--- src/rtl/strobe_divider_bank_pkg.sv ---
// Shared types and constants for the strobe divider bank.
package strobe_pkg;

    typedef enum logic {
        STB_PERIODIC = 1'b0,
        STB_ONESHOT  = 1'b1
    } strobe_mode_e;

    typedef enum logic {
        ST_IDLE,
        ST_RUN
    } strobe_state_e;

    // Smallest ratio a channel will run at; smaller requests are clamped.
    localparam int unsigned MIN_DIV = 2;

endpackage : strobe_pkg

--- src/rtl/strobe_divider_bank_if.sv ---
// Control/status bundle for the strobe divider bank.
interface strobe_divider_bank_if #(
    parameter int unsigned N_CH  = 4,
    parameter int unsigned WIDTH = 32
);
    logic [N_CH-1:0]            i_en;
    logic [N_CH-1:0]            i_mode;
    logic [N_CH-1:0][WIDTH-1:0] i_div;
    logic [N_CH-1:0]            i_start;
    logic                       i_sync;
    logic [N_CH-1:0]            o_stb;
    logic [N_CH-1:0]            o_busy;
    logic [N_CH-1:0]            o_err;

    // Controller side: drives configuration, observes strobes.
    modport master (
        output i_en, i_mode, i_div, i_start, i_sync,
        input  o_stb, o_busy, o_err
    );

    // Divider bank side.
    modport slave (
        input  i_en, i_mode, i_div, i_start, i_sync,
        output o_stb, o_busy, o_err
    );
endinterface : strobe_divider_bank_if

--- src/rtl/strobe_divider_bank_channel.sv ---
// One strobe channel: IDLE/RUN down-counter producing a single-cycle
// strobe every div cycles (periodic) or once per start (one-shot).
module strobe_channel
    import strobe_pkg::*;
#(
    parameter int unsigned WIDTH = 32
) (
    input  logic             i_clk,
    input  logic             i_rst_n,
    input  logic             i_en,
    input  logic             i_mode,
    input  logic [WIDTH-1:0] i_div,
    input  logic             i_start,
    input  logic             i_sync,
    output logic             o_stb,
    output logic             o_busy,
    output logic             o_err
);

    strobe_state_e    state_q;
    strobe_mode_e     mode_q;
    logic [WIDTH-1:0] cnt_q;
    logic [WIDTH-1:0] div_q;
    logic             stb_q;
    logic             busy_q;
    logic             err_q;

    logic [WIDTH-1:0] div_d;
    logic             div_low;

    // Ratio presented to the next load event, clamped to MIN_DIV.
    always_comb begin
        div_low = (i_div < WIDTH'(MIN_DIV));
        div_d   = div_low ? WIDTH'(MIN_DIV) : i_div;
    end

    // Channel state machine; all outputs are registered here.
    always_ff @(posedge i_clk) begin
        if (!i_rst_n) begin
            state_q <= ST_IDLE;
            mode_q  <= STB_PERIODIC;
            cnt_q   <= '0;
            div_q   <= WIDTH'(MIN_DIV);
            stb_q   <= 1'b0;
            busy_q  <= 1'b0;
            err_q   <= 1'b0;
        end else if (!i_en) begin
            state_q <= ST_IDLE;
            cnt_q   <= '0;
            stb_q   <= 1'b0;
            busy_q  <= 1'b0;
            err_q   <= 1'b0;
        end else begin
            stb_q <= 1'b0;
            unique case (state_q)
                ST_IDLE: begin
                    if (strobe_mode_e'(i_mode) == STB_PERIODIC || i_start) begin
                        state_q <= ST_RUN;
                        mode_q  <= strobe_mode_e'(i_mode);
                        div_q   <= div_d;
                        cnt_q   <= div_d - WIDTH'(1);
                        busy_q  <= 1'b1;
                        err_q   <= err_q | div_low;
                    end
                end
                ST_RUN: begin
                    if (i_sync) begin
                        // Restart the period; any strobe due now is dropped.
                        mode_q <= strobe_mode_e'(i_mode);
                        div_q  <= div_d;
                        cnt_q  <= div_d - WIDTH'(1);
                        err_q  <= err_q | div_low;
                    end else if (cnt_q == '0) begin
                        stb_q <= 1'b1;
                        if (mode_q == STB_PERIODIC) begin
                            mode_q <= strobe_mode_e'(i_mode);
                            div_q  <= div_d;
                            cnt_q  <= div_d - WIDTH'(1);
                            err_q  <= err_q | div_low;
                        end else begin
                            state_q <= ST_IDLE;
                            busy_q  <= 1'b0;
                        end
                    end else begin
                        cnt_q <= cnt_q - WIDTH'(1);
                    end
                end
                default: state_q <= ST_IDLE;
            endcase
        end
    end

    // div_q records the ratio in force for the running period; the counter
    // is preloaded from the same value, so it is kept for observability only.
    logic unused_div;
    assign unused_div = ^div_q;

    assign o_stb  = stb_q;
    assign o_busy = busy_q;
    assign o_err  = err_q;

endmodule : strobe_channel

--- src/rtl/strobe_divider_bank.sv ---
// Top level: one strobe_channel per channel, sliced from the bus interface.
module strobe_divider_bank
    import strobe_pkg::*;
#(
    parameter int unsigned N_CH  = 4,
    parameter int unsigned WIDTH = 32
) (
    input  logic                 i_clk,
    input  logic                 i_rst_n,
    strobe_divider_bank_if.slave bus
);

    // Per-channel instances; i_sync is shared by all of them.
    for (genvar c = 0; c < N_CH; c++) begin : g_ch
        strobe_channel #(
            .WIDTH (WIDTH)
        ) u_ch (
            .i_clk   (i_clk),
            .i_rst_n (i_rst_n),
            .i_en    (bus.i_en[c]),
            .i_mode  (bus.i_mode[c]),
            .i_div   (bus.i_div[c]),
            .i_start (bus.i_start[c]),
            .i_sync  (bus.i_sync),
            .o_stb   (bus.o_stb[c]),
            .o_busy  (bus.o_busy[c]),
            .o_err   (bus.o_err[c])
        );
    end

endmodule : strobe_divider_bank

--- src/flat_wrapper.sv ---
// flat-port wrapper written by rule: the top's interface ports become plain ports
module strobe_divider_bank_flat import strobe_pkg::*;
#(
    parameter int unsigned N_CH  = 4,
    parameter int unsigned WIDTH = 32
)
  (i_clk, i_rst_n, bus_i_en, bus_i_mode, bus_i_div, bus_i_start, bus_i_sync, bus_o_stb, bus_o_busy, bus_o_err);
  strobe_divider_bank_if #(.N_CH(N_CH), .WIDTH(WIDTH)) bus_i ();
  input  logic i_clk;
  input  logic i_rst_n;
  input wire logic [$bits(bus_i.i_en)-1:0] bus_i_en;
  input wire logic [$bits(bus_i.i_mode)-1:0] bus_i_mode;
  input wire logic [$bits(bus_i.i_div)-1:0] bus_i_div;
  input wire logic [$bits(bus_i.i_start)-1:0] bus_i_start;
  input wire logic [$bits(bus_i.i_sync)-1:0] bus_i_sync;
  output wire logic [$bits(bus_i.o_stb)-1:0] bus_o_stb;
  output wire logic [$bits(bus_i.o_busy)-1:0] bus_o_busy;
  output wire logic [$bits(bus_i.o_err)-1:0] bus_o_err;
  assign bus_i.i_en = bus_i_en;
  assign bus_i.i_mode = bus_i_mode;
  assign bus_i.i_div = bus_i_div;
  assign bus_i.i_start = bus_i_start;
  assign bus_i.i_sync = bus_i_sync;
  assign bus_o_stb = bus_i.o_stb;
  assign bus_o_busy = bus_i.o_busy;
  assign bus_o_err = bus_i.o_err;
  strobe_divider_bank #(.N_CH(N_CH), .WIDTH(WIDTH)) u_core (.i_clk(i_clk), .i_rst_n(i_rst_n), .bus(bus_i));
endmodule
--- config.mk ---
export PLATFORM = sky130hd
export DESIGN_NAME = strobe_divider_bank_flat
export DESIGN_NICKNAME = d
export VERILOG_FILES = /design/src/rtl/strobe_divider_bank_pkg.sv /design/src/rtl/strobe_divider_bank_if.sv /design/src/rtl/strobe_divider_bank_channel.sv /design/src/rtl/strobe_divider_bank.sv /design/src/flat_wrapper.sv
export SDC_FILE = /design/constraint.sdc
export NUM_CORES = 1
export LEC_CHECK = 0
export ABC_AREA = 1
export BUFFER_PORTS_ARGS = -buffer_cell sky130_fd_sc_hd__buf_2
export CAP_MARGIN = 30
export CORE_MARGIN = 2
export CORE_UTILIZATION = 30
export DETAILED_ROUTE_END_ITERATION = 12
export GPL_TIMING_DRIVEN = 0
export PLACE_DENSITY_LB_ADDON = 0.1
export SYNTH_ARGS = -nofsm -noshare
export SYNTH_HDL_FRONTEND = slang
export SYNTH_SLANG_ARGS = --single-unit
--- constraint.sdc ---
create_clock -name i_clk -period 2.81 [get_ports i_clk]
set_clock_uncertainty 0.05 [all_clocks]
set_input_delay 0.281 -clock i_clk [delete_from_list [all_inputs] [get_ports i_clk]]
set_output_delay 0.281 -clock i_clk [all_outputs]
set_load 0.01 [all_outputs]
Yosys cells after proc, flatten, opt, wreduce, memory -nomap -nowiden --
Cells that the tools add are included. Widths: inputs -> output; s select.
Operators by class: add/subtract/negate cells 8, eq/ne operators 28, bitwise logic cells 17, magnitude comparators 4, div/mod/pow operators 0, shift-type cells 0, mux-type cells 108, $mul 0, reductions and logical operators 32
Operators with widths (number):
- $mux 32 | 20
- $pmux 32 s2 | 4
- $sub 32x1->32 const B | 8
- $logic_not 32->1 | 4
- $lt 32x2->1 const B | 4
- $mux 1 | 68
- $pmux 1 s2 | 16
- $reduce_and 3->1 | 8
- $ne 2x1->1 const B | 8
- $ne 2x2->1 const B | 8
- $ne 4x4->1 const B | 4
- $reduce_and 2->1 | 8
- $reduce_and 4->1 | 4
- $reduce_or 4->1 | 4
- $not 1->1 | 13
- $ne 3x2->1 const B | 4
- $ne 3x3->1 const B | 4
- $logic_or 1x1->1 | 4
- $or 1x1->1 | 4
Storage, ports and cells: memories kept 0, word-level logic and storage cells 221, register bits after elaboration 148, input port bits 143, RAM bits 0, bits in latches 0, output and inout port bits 12, ROM bits 0

Depth between registers and ports, before layout --
Gate-level depths: netlist (run 1).
depth after elaboration 7, depth in mapped cells 21

Cells and area by module --
Synthesis (run 1) repeated with hierarchy kept, for this count alone.
Unflattened totals: cells, all modules 2415, area total of the unflattened synthesis 14161.1 µm²
Modules (own cells, without submodules):
- strobe_channel (u_core.g_ch[0].u_ch ...) | cells an instance 597, area an instance 3543.4 µm², instances 3
- strobe_channel (u_core.g_ch[3].u_ch) | cells an instance 624, area an instance 3530.9 µm², instances 1

Worst setup path before layout (run 1) --
No wires, ideal clock.
kind input to register, start point input bus_i_div[43], end point register u_core.g_ch[1].u_ch.cnt_q[26], cell stages on the path 21, path buffers 0, data arrival time 2298 ps, setup slack 330 ps, cells stage by stage nor2_1 > nand2_1 > nor2_1 > nand3_1 > nor2_1 > nor2_1 > inv_1 > ha_1 > nand3_1 > nor2_2 > nand2_1 > nor2_1 > nand3_1 > inv_1 > nand2_1 > nand2_1 > nand3_1 > nand2_1 > inv_1 > nand2_1 > a21oi_1
On the way: cells in the longest elaborated chain, start to end 7, elaborated cells between the ends (all ways) 8, those cells by class add/sub (1); order compare (1); mux (6)
RTL lines:
- start: declaration | line flat_wrapper.sv:13 | input wire logic [$bits(bus_i.i_div)-1:0] bus_i_div;
- $lt 32x2->1 | line strobe_divider_bank_channel.sv:33 | div_low = (i_div < WIDTH'(MIN_DIV));
- $mux 32 (*) | line strobe_divider_bank_channel.sv:34 | div_d = div_low ? WIDTH'(MIN_DIV) : i_div;
- $sub 32x1->32 (*) | line strobe_divider_bank_channel.sv:61, strobe_divider_bank_channel.sv:71, strobe_divider_bank_channel.sv:78
- $mux 32 | line strobe_divider_bank_channel.sv:75 | if (mode_q == STB_PERIODIC) begin
- $mux 32 | line strobe_divider_bank_channel.sv:73 | end else if (cnt_q == '0) begin
- $mux 32 | line strobe_divider_bank_channel.sv:67 | if (i_sync) begin
- $pmux 32 s2 (*) | line strobe_divider_bank_channel.sv:55 | unique case (state_q)
- end signal: assignment | line strobe_divider_bank_channel.sv:61 | cnt_q <= div_d - WIDTH'(1);
- end signal: assignment | line strobe_divider_bank_channel.sv:71 | cnt_q <= div_d - WIDTH'(1);
- end signal: assignment | line strobe_divider_bank_channel.sv:78 | cnt_q <= div_d - WIDTH'(1);
- end: declaration | line strobe_divider_bank_channel.sv:22 | logic [WIDTH-1:0] cnt_q;
Every way passes the cells marked *; elsewhere a longest branch is shown, timed or not. The select of a mux whose other input is x is not followed. A chain may end at the register's enable or synchronous reset.

Worst setup path in the final report (run 1) --
start point register u_core.g_ch[0].u_ch.cnt_q[0], end point register u_core.g_ch[0].u_ch.cnt_q[21]
On the way: cells in the longest elaborated chain, start to end 4, elaborated cells between the ends (all ways) 7, those cells by class add/sub (1); eq/ne (1); mux (3); reduce/logical (2)
RTL lines (line):
- start: declaration | strobe_divider_bank_channel.sv:22
- start signal: assignment | strobe_divider_bank_channel.sv:61
- start signal: assignment | strobe_divider_bank_channel.sv:71
- start signal: assignment | strobe_divider_bank_channel.sv:78
- $sub 32x1->32 / $logic_not 32->1 (equally long branches) | strobe_divider_bank_channel.sv:85, strobe_divider_bank_channel.sv:73
- $mux 32 | strobe_divider_bank_channel.sv:73
- $mux 32 | strobe_divider_bank_channel.sv:67
- $pmux 32 s2 | strobe_divider_bank_channel.sv:55
Several ways; a longest one is shown, not always the timed one.

==> run metrics, run 1 <==
NetSw=2.40 mW; CTS tree=built; first-pass GRT wire length=82500 um; crit path launch type=register; leakage power=7.31 nW; Hold/Removal Path Class=in2reg; Hold Fails Final Rpt=0; Clock Power Share=0.373; clk sinks=148; NumNets Final=2711; asr flop ratio synth=0; Yosys top cell area share=0.221; share of cells above drive strength 1=0.127; cts bufs inserted=17; placed insts=3126; synthesized cell area=13400 um^2; outcome=completed; register clock-pin slew on the reported worst setup and hold paths=0.06 ns; pin slew with the least headroom to its limit=0.762 ns; Total Routing Usage GR=0.224; Finish-stage setup viols=0; final WL=52200 um; Bufs on Longest Clock Path=2; TritonRoute pass-1 iters=8; Finished Layout Cells=3162; register area share after synthesis=0.221; die extent in x=216 um; worst skew pair latency=0.46 ns; P per Cell Area=429 nW/um^2; kind of end point of the critical path=register; DPL Wire Length=42000 um; worst setup margin=0.228 ns; area grow syn2layout=17.1%; Cell variety after synth=45; critical path type=reg2reg; # rows=77; sequential share of power=0.345; Comb power frac=0.282; Arrival @ worst endpoint=2.85 ns; Net Sw Frac=0.356; RePlAce Congestion=0.925; Die Height=216 um; Synth Flop Type=dfxtp_1; total core area=44200 um^2; Antenna Nets Post-Route=0; Post-synth EDFFs=0; Ys Warns=0; # H-tree levels=4; via-per-instance ratio=4.96; Yosys reg bits=148; io pins=155; DRT iter0 DRCs=1130; period utilization=0.919; Synth Net Count=2534; initial antenna violation count=0; Max Freq=387 MHz; Root Buffer=clkbuf_16; synthesized instance count=2380; largest net degree at the start of global routing=17; worst vdd ir=0.402 mV; Final min period=2.58 ns; most frequent cells after synthesis=nand2_1 (505), nor2_1 (448), inv_1 (322), nand3_1 (215), dfxtp_1 (148); initial core utilization=0.304; wire per inst=16.5 um; diode count=0; die area=46500 um^2; number of global-route vias before repair=15200; GRT overflow=0; most frequent cell after synthesis=nand2_1; Slew HR=0.492; port bufs=154; top fanout value on the critical path=10; hold buffers post-CTS=0; RSZ-0062 raised after global routing=false; Slew Viols, Final=0; via count=15700; Synth Area per Inst=5.64 um^2; Max-Cap Viols=0; Int Pwr=4.34 mW; dpl ws=-0.902 ns; DRC Markers=0; synth top area cells=dfxtp_1 (22%), nand2_1 (14%), nor2_1 (13%), inv_1 (9.0%), nand3_1 (8.0%); post-synth top area cell=dfxtp_1; Worst EP required=3.08 ns
[power groups by stage]
stage / registers [mW] / clock network (mW) / logic [mW]
floorplan: 2.33 / 0 / 1.27
global placement: 2.37 / 0 / 1.86
detailed placement: 2.37 / 0 / 1.87
CTS: 2.32 / 2.56 / 1.88
global route: 2.34 / 2.65 / 2.15
finish: 2.33 / 2.51 / 1.90
[flip-flops by register name (all words and copies together) (netlist names)]
name / flops
u_core.g_ch.u_ch.o_stb: 4
u_core.g_ch.u_ch.mode_q: 4
u_core.g_ch.u_ch.cnt_q: 128
u_core.g_ch.u_ch.state_q: 4
u_core.g_ch.u_ch.o_err: 4
u_core.g_ch.u_ch.o_busy: 4
[cells by family after synthesis]
group                      after synthesis  share of synthesized area
buffers and inverters                  397                      0.123
DFF                                    148                      0.221
AOI/OAI and AO/OA                      387                      0.157
xor gates and xnor gates                95                     0.0619
adders and majority gates               11                     0.0102
and+or+nand+nor                       1342                      0.428
[cell usage in the layout, fill, tap and decap left out, types with 8 or more instances in the layout]
cell type / n
nor4_1: 10
buf_4: 20
nand4_1: 54
or2_2: 11
nor2_4: 9
buf_2: 179
nand2_2: 8
a21oi_1: 145
ha_1: 11
buf_6: 8
o21ai_1: 24
xnor2_1: 26
nor2_2: 28
clkbuf_16: 17
dfxtp_1: 148
inv_2: 8
nand2_1: 505
xor2_1: 69
a31oi_1: 13
nand3b_1: 13
nor3_1: 44
nor2_1: 428
o21ai_0: 145
inv_1: 321
o211ai_1: 27
nand3_1: 211
clkbuf_1: 18
[stage by stage]
stage	TNS, ns	hold slack [ns]	cell area [um^2]	total power [mW]	util
finish	0	0.00944	15700	6.74	0.356
global route	0	0.0311	15700	7.14	0.356
CTS	0	0.00550	15600	6.76	0.353
detailed placement	-12.07	0.398	14900	4.24	0.338
global placement	-11.34	0.393	14900	4.23	0.338
floorplan	0	0.309	13400	3.60	-
[repair_timing]
| action | in CTS | in global routing |
|---|---|---|
| pin swaps | 1 | 4 |
| setup endpoints to repair | 8 | 48 |
| buffers inserted | 2 | 2 |
| resized for setup | 4 | 37 |
[per-layer routing]
layer	wire length (um)	track usage
met4	1200	0.0699
met2	23700	0.373
met3	2380	0.0259
met5	0	0
met1	24900	0.301
[critical path, cell delays in order (launching register included)]
cell and delay (ns):
dfxtp_1 0.31, inv_1 0.13, ha_1 0.19, inv_1 0.05, nor2_2 0.16, nand2_1 0.18, nor2_4 0.23, nand2_1 0.10
o21ai_2 0.18, buf_4 0.23, buf_2 0.29, nand3_1 0.19, nand2_1 0.10, a21oi_1 0.06
[layout make-up]
cell class              count  area, um^2
repair buffers            158         801
plain buffers              67         409
multi-input cells        1835        8950
well taps                 592         741
clock buffers              25         505
clock inverters             7         119
fillers                  5039       28500
flip-flops and latches    148        2960
inverters                 330        1240
[final timing paths]
kind              slack, ns                       endpoint  cells past startpoint                          from
setup / recovery       0.23  u_core.g_ch[0].u_ch.cnt_q[21]                     13  u_core.g_ch[0].u_ch.cnt_q[0]
hold / removal        0.009     u_core.g_ch[3].u_ch.mode_q                      3                 bus_i_mode[3]
setup reg to reg       0.23  u_core.g_ch[0].u_ch.cnt_q[21]                     13  u_core.g_ch[0].u_ch.cnt_q[0]
hold reg to reg        0.41      u_core.g_ch[1].u_ch.o_err                      2     u_core.g_ch[1].u_ch.o_err
Power figures use the tool's default switching activity.
==> run 2: changes to the inputs <==
--- a/config.mk
+++ b/config.mk
@@ -7,12 +7,12 @@
 export LEC_CHECK = 0
 export ABC_AREA = 1
 export BUFFER_PORTS_ARGS = -buffer_cell sky130_fd_sc_hd__buf_2
-export CAP_MARGIN = 30
 export CORE_MARGIN = 2
 export CORE_UTILIZATION = 30
 export DETAILED_ROUTE_END_ITERATION = 12
 export GPL_TIMING_DRIVEN = 0
 export PLACE_DENSITY_LB_ADDON = 0.1
+export RECOVER_POWER = 50
 export SYNTH_ARGS = -nofsm -noshare
 export SYNTH_HDL_FRONTEND = slang
 export SYNTH_SLANG_ARGS = --single-unit
==> run metrics, run 2 (same netlist as run 1, synthesis figures left out) <==
register area=2960 um^2 (unchanged); worst path bufs/invs=2 (was 4); Slew HR=0.508 (was 0.492); critical path type=reg2reg (unchanged); Util after Layout=0.354 (was 0.356); fill cell count=5058 (was 5039); CP max-delay cell=nor2_1 (was dfxtp_1); cts bufs inserted=17 (unchanged); crit path launch type=register (unchanged); Hold/Removal Path Class=in2reg (unchanged); wire per inst=16.6 um (was 16.5 um); Slew Viols, Final=0 (unchanged); CTS tree=built (unchanged); Antenna Nets Post-Route=0 (unchanged); Worst EP required=3.09 ns (was 3.08 ns); leakage power=7.25 nW (was 7.31 nW); Largest Register=u_core.g_ch.u_ch.cnt_q (unchanged); DRT iter0 DRCs=1080 (was 1130); max FFs per register=128 (unchanged); P per Cell Area=429 nW/um^2 (about the same); Clock Power Share=0.373 (about the same); worst min-delay path startpoint=bus_i_mode[3] (unchanged); kind of end point of the critical path=register (unchanged); register clock-pin slew on the reported worst setup and hold paths=0.07 ns (was 0.06 ns); first-pass GRT wire length=82500 um (unchanged); initial core utilization=0.304 (unchanged); share of cells above drive strength 1=0.118 (was 0.127); Reg-to-Reg Start=u_core.g_ch[1].u_ch.cnt_q[18] (was u_core.g_ch[0].u_ch.cnt_q[0]); Max-Cap Viols=0 (unchanged); Critical Path Start=u_core.g_ch[1].u_ch.cnt_q[18] (was u_core.g_ch[0].u_ch.cnt_q[0]); die extent in x=216 um (unchanged); met2 usage=0.373 (unchanged); CP delay by family, top=simple AND/OR/NAND/NOR gates (unchanged); Total Routing Usage GR=0.224 (unchanged); GR Util met1=0.301 (unchanged); worst vdd ir=0.403 mV (was 0.402 mV); cell repeated most along the worst path=nor2_1 (was nand2_1); met3 Usage GRT=0.0259 (unchanged); DPL Wire Length=42000 um (unchanged); Total Power=6.73 mW (was 6.74 mW); DRC Markers=0 (unchanged); total core area=44200 um^2 (unchanged); Int Pwr=4.34 mW (about the same); Hold Fails Final Rpt=0 (unchanged); most frequent cells in the layout=nand2_1 (509), nor2_1 (430), inv_1 (322) (was nand2_1 (505), nor2_1 (428), inv_1 (321)); clk sinks=148 (unchanged); Final min period=2.63 ns (was 2.58 ns); NumNets Final=2711 (unchanged); sequential share of power=0.346 (was 0.345); worst setup margin=0.180 ns (was 0.228 ns); setup tns final=0 ns (unchanged); # H-tree levels=4 (unchanged); TritonRoute pass-1 iters=6 (was 8); io pins=155 (unchanged); Net Sw Frac=0.355 (was 0.356); Top Usage Layer GRT=met2 (unchanged); final WL=52300 um (was 52200 um); placed insts=3126 (unchanged); area grow syn2layout=16.6% (was 17.1%); Max Freq=380 MHz (was 387 MHz); NetSw=2.39 mW (was 2.40 mW); Finished Layout Cells=3162 (unchanged); Comb power frac=0.281 (was 0.282); max incr delay on CP=0.35 ns (was 0.31 ns); worst skew pair latency=0.46 ns (about the same); Die Height=216 um (unchanged); cell depth of the worst flop-to-flop path=11 (was 13); initial antenna violation count=0 (unchanged); worst r2r dst=u_core.g_ch[1].u_ch.cnt_q[28] (was u_core.g_ch[0].u_ch.cnt_q[21]); diode count=0 (unchanged); port bufs=154 (unchanged); Multi-input gate area=8920 um^2 (was 8950 um^2); via-per-instance ratio=4.98 (was 4.96); via count=15800 (was 15700); # rows=77 (unchanged); period utilization=0.936 (was 0.919); pin slew with the least headroom to its limit=0.738 ns (was 0.762 ns); Root Buffer=clkbuf_16 (unchanged); top fanout value on the critical path=10 (unchanged); WHS Endpoint=u_core.g_ch[3].u_ch.mode_q (unchanged); RePlAce Congestion=0.925 (unchanged); Finish-stage setup viols=0 (unchanged); dpl ws=-0.902 ns (unchanged); GRT overflow=0 (unchanged); Bufs on Longest Clock Path=2 (unchanged); hold buffers post-CTS=0 (unchanged); number of global-route vias before repair=15200 (unchanged); die area=46500 um^2 (unchanged); commonest non-fill, non-tap cell in the layout=nand2_1 (unchanged); largest net degree at the start of global routing=17 (unchanged); Hold Path Stages=3 (unchanged); R2R Setup Slk=0.18 ns (was 0.23 ns); crit path cell chain=nor2_1, nand2_1, nor2_1, nand2_2, nor3_4, nand3_1, nand2_4, inv_2, clkbuf_2, o211ai_1, a21oi_1 (was inv_1, ha_1, inv_1, nor2_2, nand2_1, nor2_4, nand2_1, o21ai_2, buf_4, buf_2, nand3_1, nand2_1, a21oi_1); outcome=completed (unchanged); Arrival @ worst endpoint=2.91 ns (was 2.85 ns)
==> run 2: layout make-up <==
cell class              count  share of cell area
inverters                 330              0.0791
flip-flops and latches    148               0.189
well taps                 592              0.0473
clock buffers              25              0.0323
clock inverters             7             0.00759
plain buffers              67              0.0250
multi-input cells        1835               0.569
repair buffers            158              0.0503
==> run 2: repair_timing <==
| action | 4_1_cts | 5_1_grt |
|---|---|---|
| pin swaps | 1 | 4 |
| setup buffers | 2 | 2 |
| gates resized for setup | 4 | 37 |
| setup endpoints to repair | 8 | 48 |
| endpoints found under the hold margin | 0 | 0 |
==> run 2: stage by stage <==
stage / hold WS [ns] / cell area (um^2)
global placement: 0.393 / 14900
floorplan: 0.309 / 13400
detailed placement: 0.398 / 14900
global route: 0.0311 / 15700
finish: 0.0108 / 15700
CTS: 0.00550 / 15600
==> run 2: worst max-delay path by stage <==
stage / to / slack (ns) / cells past startpoint
finish: u_core.g_ch[1].u_ch.cnt_q[28] / 0.18 / 11
global route: u_core.g_ch[1].u_ch.cnt_q[26] / -0.006 / 22
CTS: u_core.g_ch[0].u_ch.cnt_q[29] / 0.04 / 14
detailed placement: u_core.g_ch[1].u_ch.cnt_q[26] / -0.90 / 22
global placement: u_core.g_ch[1].u_ch.cnt_q[26] / -0.81 / 22
floorplan: u_core.g_ch[1].u_ch.cnt_q[26] / 0.33 / 21
==> run 2: layer usage <==
metal | up-vias | wire [um]
met4 | 0 | 1180
met5 | - | 0
met3 | 65 | 2560
met1 | 7200 | 24800
met2 | 440 | 23800
li1 | 8057 | -
==> run 2: worst register-to-register path, cell delays in order, from the launching register on <==
cell and delay [ns]:
dfxtp_1 0.34, nor2_1 0.21, nand2_1 0.10, nor2_1 0.35
nand2_2 0.11, nor3_4 0.22, nand3_1 0.19, nand2_4 0.21
inv_2 0.15, clkbuf_2 0.30, o211ai_1 0.18, a21oi_1 0.09
==> run 2: power by group through the flow <==
stage	sequential (mW)	clock, mW	combinational, mW
finish	2.33	2.51	1.89
global placement	2.37	0	1.86
floorplan	2.33	0	1.27
detailed placement	2.37	0	1.87
global route	2.34	2.65	2.14
CTS	2.32	2.56	1.88
==> run 3: changes to the inputs <==
==> constraint.sdc (replaced) <==
create_clock -name i_clk -period 3.2 [get_ports i_clk]
set_clock_uncertainty 0.05 [all_clocks]
set_input_delay 0.32 -clock i_clk [delete_from_list [all_inputs] [get_ports i_clk]]
set_output_delay 0.32 -clock i_clk [all_outputs]
set_load 0.01 [all_outputs]
==> run metrics, run 3 (same netlist as run 1, synthesis figures left out) <==
CP max-delay cell=nor2_1 (unchanged); top fanout value on the critical path=10 (unchanged); largest net degree at the start of global routing=17 (unchanged); Largest Register=u_core.g_ch.u_ch.cnt_q (unchanged); CTS tree=built (unchanged); via count=15700 (was 15800); Int Pwr=3.80 mW (was 4.34 mW); DRT iter0 DRCs=1145 (was 1080); die extent in x=216 um (unchanged); leakage power=7.20 nW (was 7.25 nW); die area=46500 um^2 (unchanged); Net Sw Frac=0.354 (was 0.355); area grow syn2layout=15.4% (was 16.6%); Max-Cap Viols=0 (unchanged); worst skew pair latency=0.46 ns (about the same); sequential share of power=0.347 (was 0.346); Max Freq=343 MHz (was 380 MHz); Worst EP required=3.50 ns (was 3.09 ns); first-pass GRT wire length=82500 um (about the same); RePlAce Congestion=0.925 (unchanged); Total Power=5.88 mW (was 6.73 mW); pin slew with the least headroom to its limit=0.754 ns (was 0.738 ns); via-per-instance ratio=4.97 (was 4.98); Arrival @ worst endpoint=3.21 ns (was 2.91 ns); TritonRoute pass-1 iters=6 (unchanged); number of global-route vias before repair=15200 (about the same); Clock Power Share=0.374 (was 0.373); # H-tree levels=4 (unchanged); Hold Fails Final Rpt=0 (unchanged); outcome=completed (unchanged); # rows=77 (unchanged); diode count=0 (unchanged); Final min period=2.91 ns (was 2.63 ns); critical path type=reg2reg (unchanged); Comb power frac=0.279 (was 0.281); clk sinks=148 (unchanged); period utilization=0.910 (was 0.936); max incr delay on CP=0.33 ns (was 0.35 ns); RSZ-0062 raised after global routing=false; NumNets Final=2708 (was 2711); Util after Layout=0.351 (was 0.354); register clock-pin slew on the reported worst setup and hold paths=0.06 ns (was 0.07 ns); most frequent cells in the layout=nand2_1 (508), nor2_1 (449), inv_1 (326) (was nand2_1 (509), nor2_1 (430), inv_1 (322)); share of cells above drive strength 1=0.102 (was 0.118); NetSw=2.08 mW (was 2.39 mW); Total Routing Usage GR=0.224 (about the same); Slew HR=0.497 (was 0.508); max FFs per register=128 (unchanged); fill cell count=5076 (was 5058); initial core utilization=0.304 (unchanged); GRT overflow=0 (unchanged); total core area=44200 um^2 (unchanged); port bufs=154 (unchanged); Hold/Removal Path Class=in2reg (unchanged); Finish-stage setup viols=0 (unchanged); commonest non-fill, non-tap cell in the layout=nand2_1 (unchanged); DPL Wire Length=42000 um (unchanged); cts bufs inserted=17 (unchanged); initial antenna violation count=0 (unchanged); wire per inst=16.5 um (was 16.6 um); kind of end point of the critical path=register (unchanged); io pins=155 (unchanged); DRC Markers=0 (unchanged); worst path bufs/invs=4 (was 2); CP delay by family, top=simple AND/OR/NAND/NOR gates (unchanged); Die Height=216 um (unchanged); Root Buffer=clkbuf_16 (unchanged); hold_ws=0.0511 ns (was 0.0108 ns); Slew Viols, Final=0 (unchanged); crit path cell chain=inv_1, ha_1, inv_1, nor2_1, nand2_1, nor2_4, nand3_2, nor2_1, nand2_1, nand2_2, inv_2, clkbuf_1, o21ai_0, a21oi_1 (was nor2_1, nand2_1, nor2_1, nand2_2, nor3_4, nand3_1, nand2_4, inv_2, clkbuf_2, o211ai_1, a21oi_1); crit path launch type=register (unchanged); final WL=52100 um (was 52300 um); Antenna Nets Post-Route=0 (unchanged); worst vdd ir=0.352 mV (was 0.403 mV); Bufs on Longest Clock Path=2 (unchanged); P per Cell Area=380 nW/um^2 (was 429 nW/um^2)
## run 3: cell count changes in the layout (fill, tap and decap cells not counted), sizes merged
cell / previous run / this run
buf: 188 / 180
clkbuf: 62 / 67
## run 3: timing repair
item | in CTS | in global routing
setup buffers | 0 | 1
pin swaps | 0 | 2
cloned | 0 | 0
hold buffers | 0 | 0
endpoints found under the setup margin | 2 | 4
gates resized for setup | 1 | 4
## run 3: final timing paths
path	start	end	slack, ns	cells after the start
worst max-delay path	u_core.g_ch[0].u_ch.cnt_q[0]	u_core.g_ch[0].u_ch.cnt_q[16]	0.29	14
worst min-delay path	bus_i_mode[3]	u_core.g_ch[3].u_ch.mode_q	0.05	3
worst max register to register	u_core.g_ch[0].u_ch.cnt_q[0]	u_core.g_ch[0].u_ch.cnt_q[16]	0.29	14
worst min register to register	u_core.g_ch[1].u_ch.o_err	u_core.g_ch[1].u_ch.o_err	0.41	2
## run 3: power groups by stage
stage	logic, mW	registers (mW)	clock network [mW]
2_1_floorplan	1.11	2.05	0
3_3_place_gp	1.64	2.08	0
3_5_place_dp	1.64	2.08	0
4_1_cts	1.65	2.04	2.25
5_1_grt	1.86	2.06	2.33
6_report	1.64	2.04	2.20
## run 3: layout make-up
cell class	count	area [um^2]	share of cell area
plain buffers	67	359	0.0232
multi-input cells	1835	8810	0.568
repair buffers	155	766	0.0494
clock inverters	7	119	0.00767
well taps	592	741	0.0478
flip-flops and latches	148	2960	0.191
clock buffers	25	505	0.0326
inverters	330	1240	0.0799
## run 3: stage by stage
| stage | instance area, um^2 | instances | setup WS [ns] | setup TNS (ns) |
|---|---|---|---|---|
| final | 15500 | 3159 | 0.288 | 0 |
| after global routing | 15500 | 3159 | 0.0117 | 0 |
| after CTS | 15600 | 3158 | 0.118 | 0 |
| after detailed placement | 14900 | 3126 | -0.551 | -2.99 |
| after global placement | 14900 | 3126 | -0.459 | -2.50 |
| after floorplan | 13400 | 2380 | 0.681 | 0 |
## run 3: worst reg2reg max path, delay by kind of cell, from the launching register on
| kind | cells | cell delay, ns |
|---|---|---|
| compound gates | 2 | 0.27 |
| fa+ha+maj | 1 | 0.19 |
| buf+inv | 4 | 0.50 |
| simple gates | 7 | 1.48 |
| flops | 1 | 0.31 |
## run 3: per-layer routing
layer,GRT usage,wire length [um]
met5,0,0
met3,0.0259,2220
met1,0.301,25100
met2,0.373,23600
met4,0.0699,1170
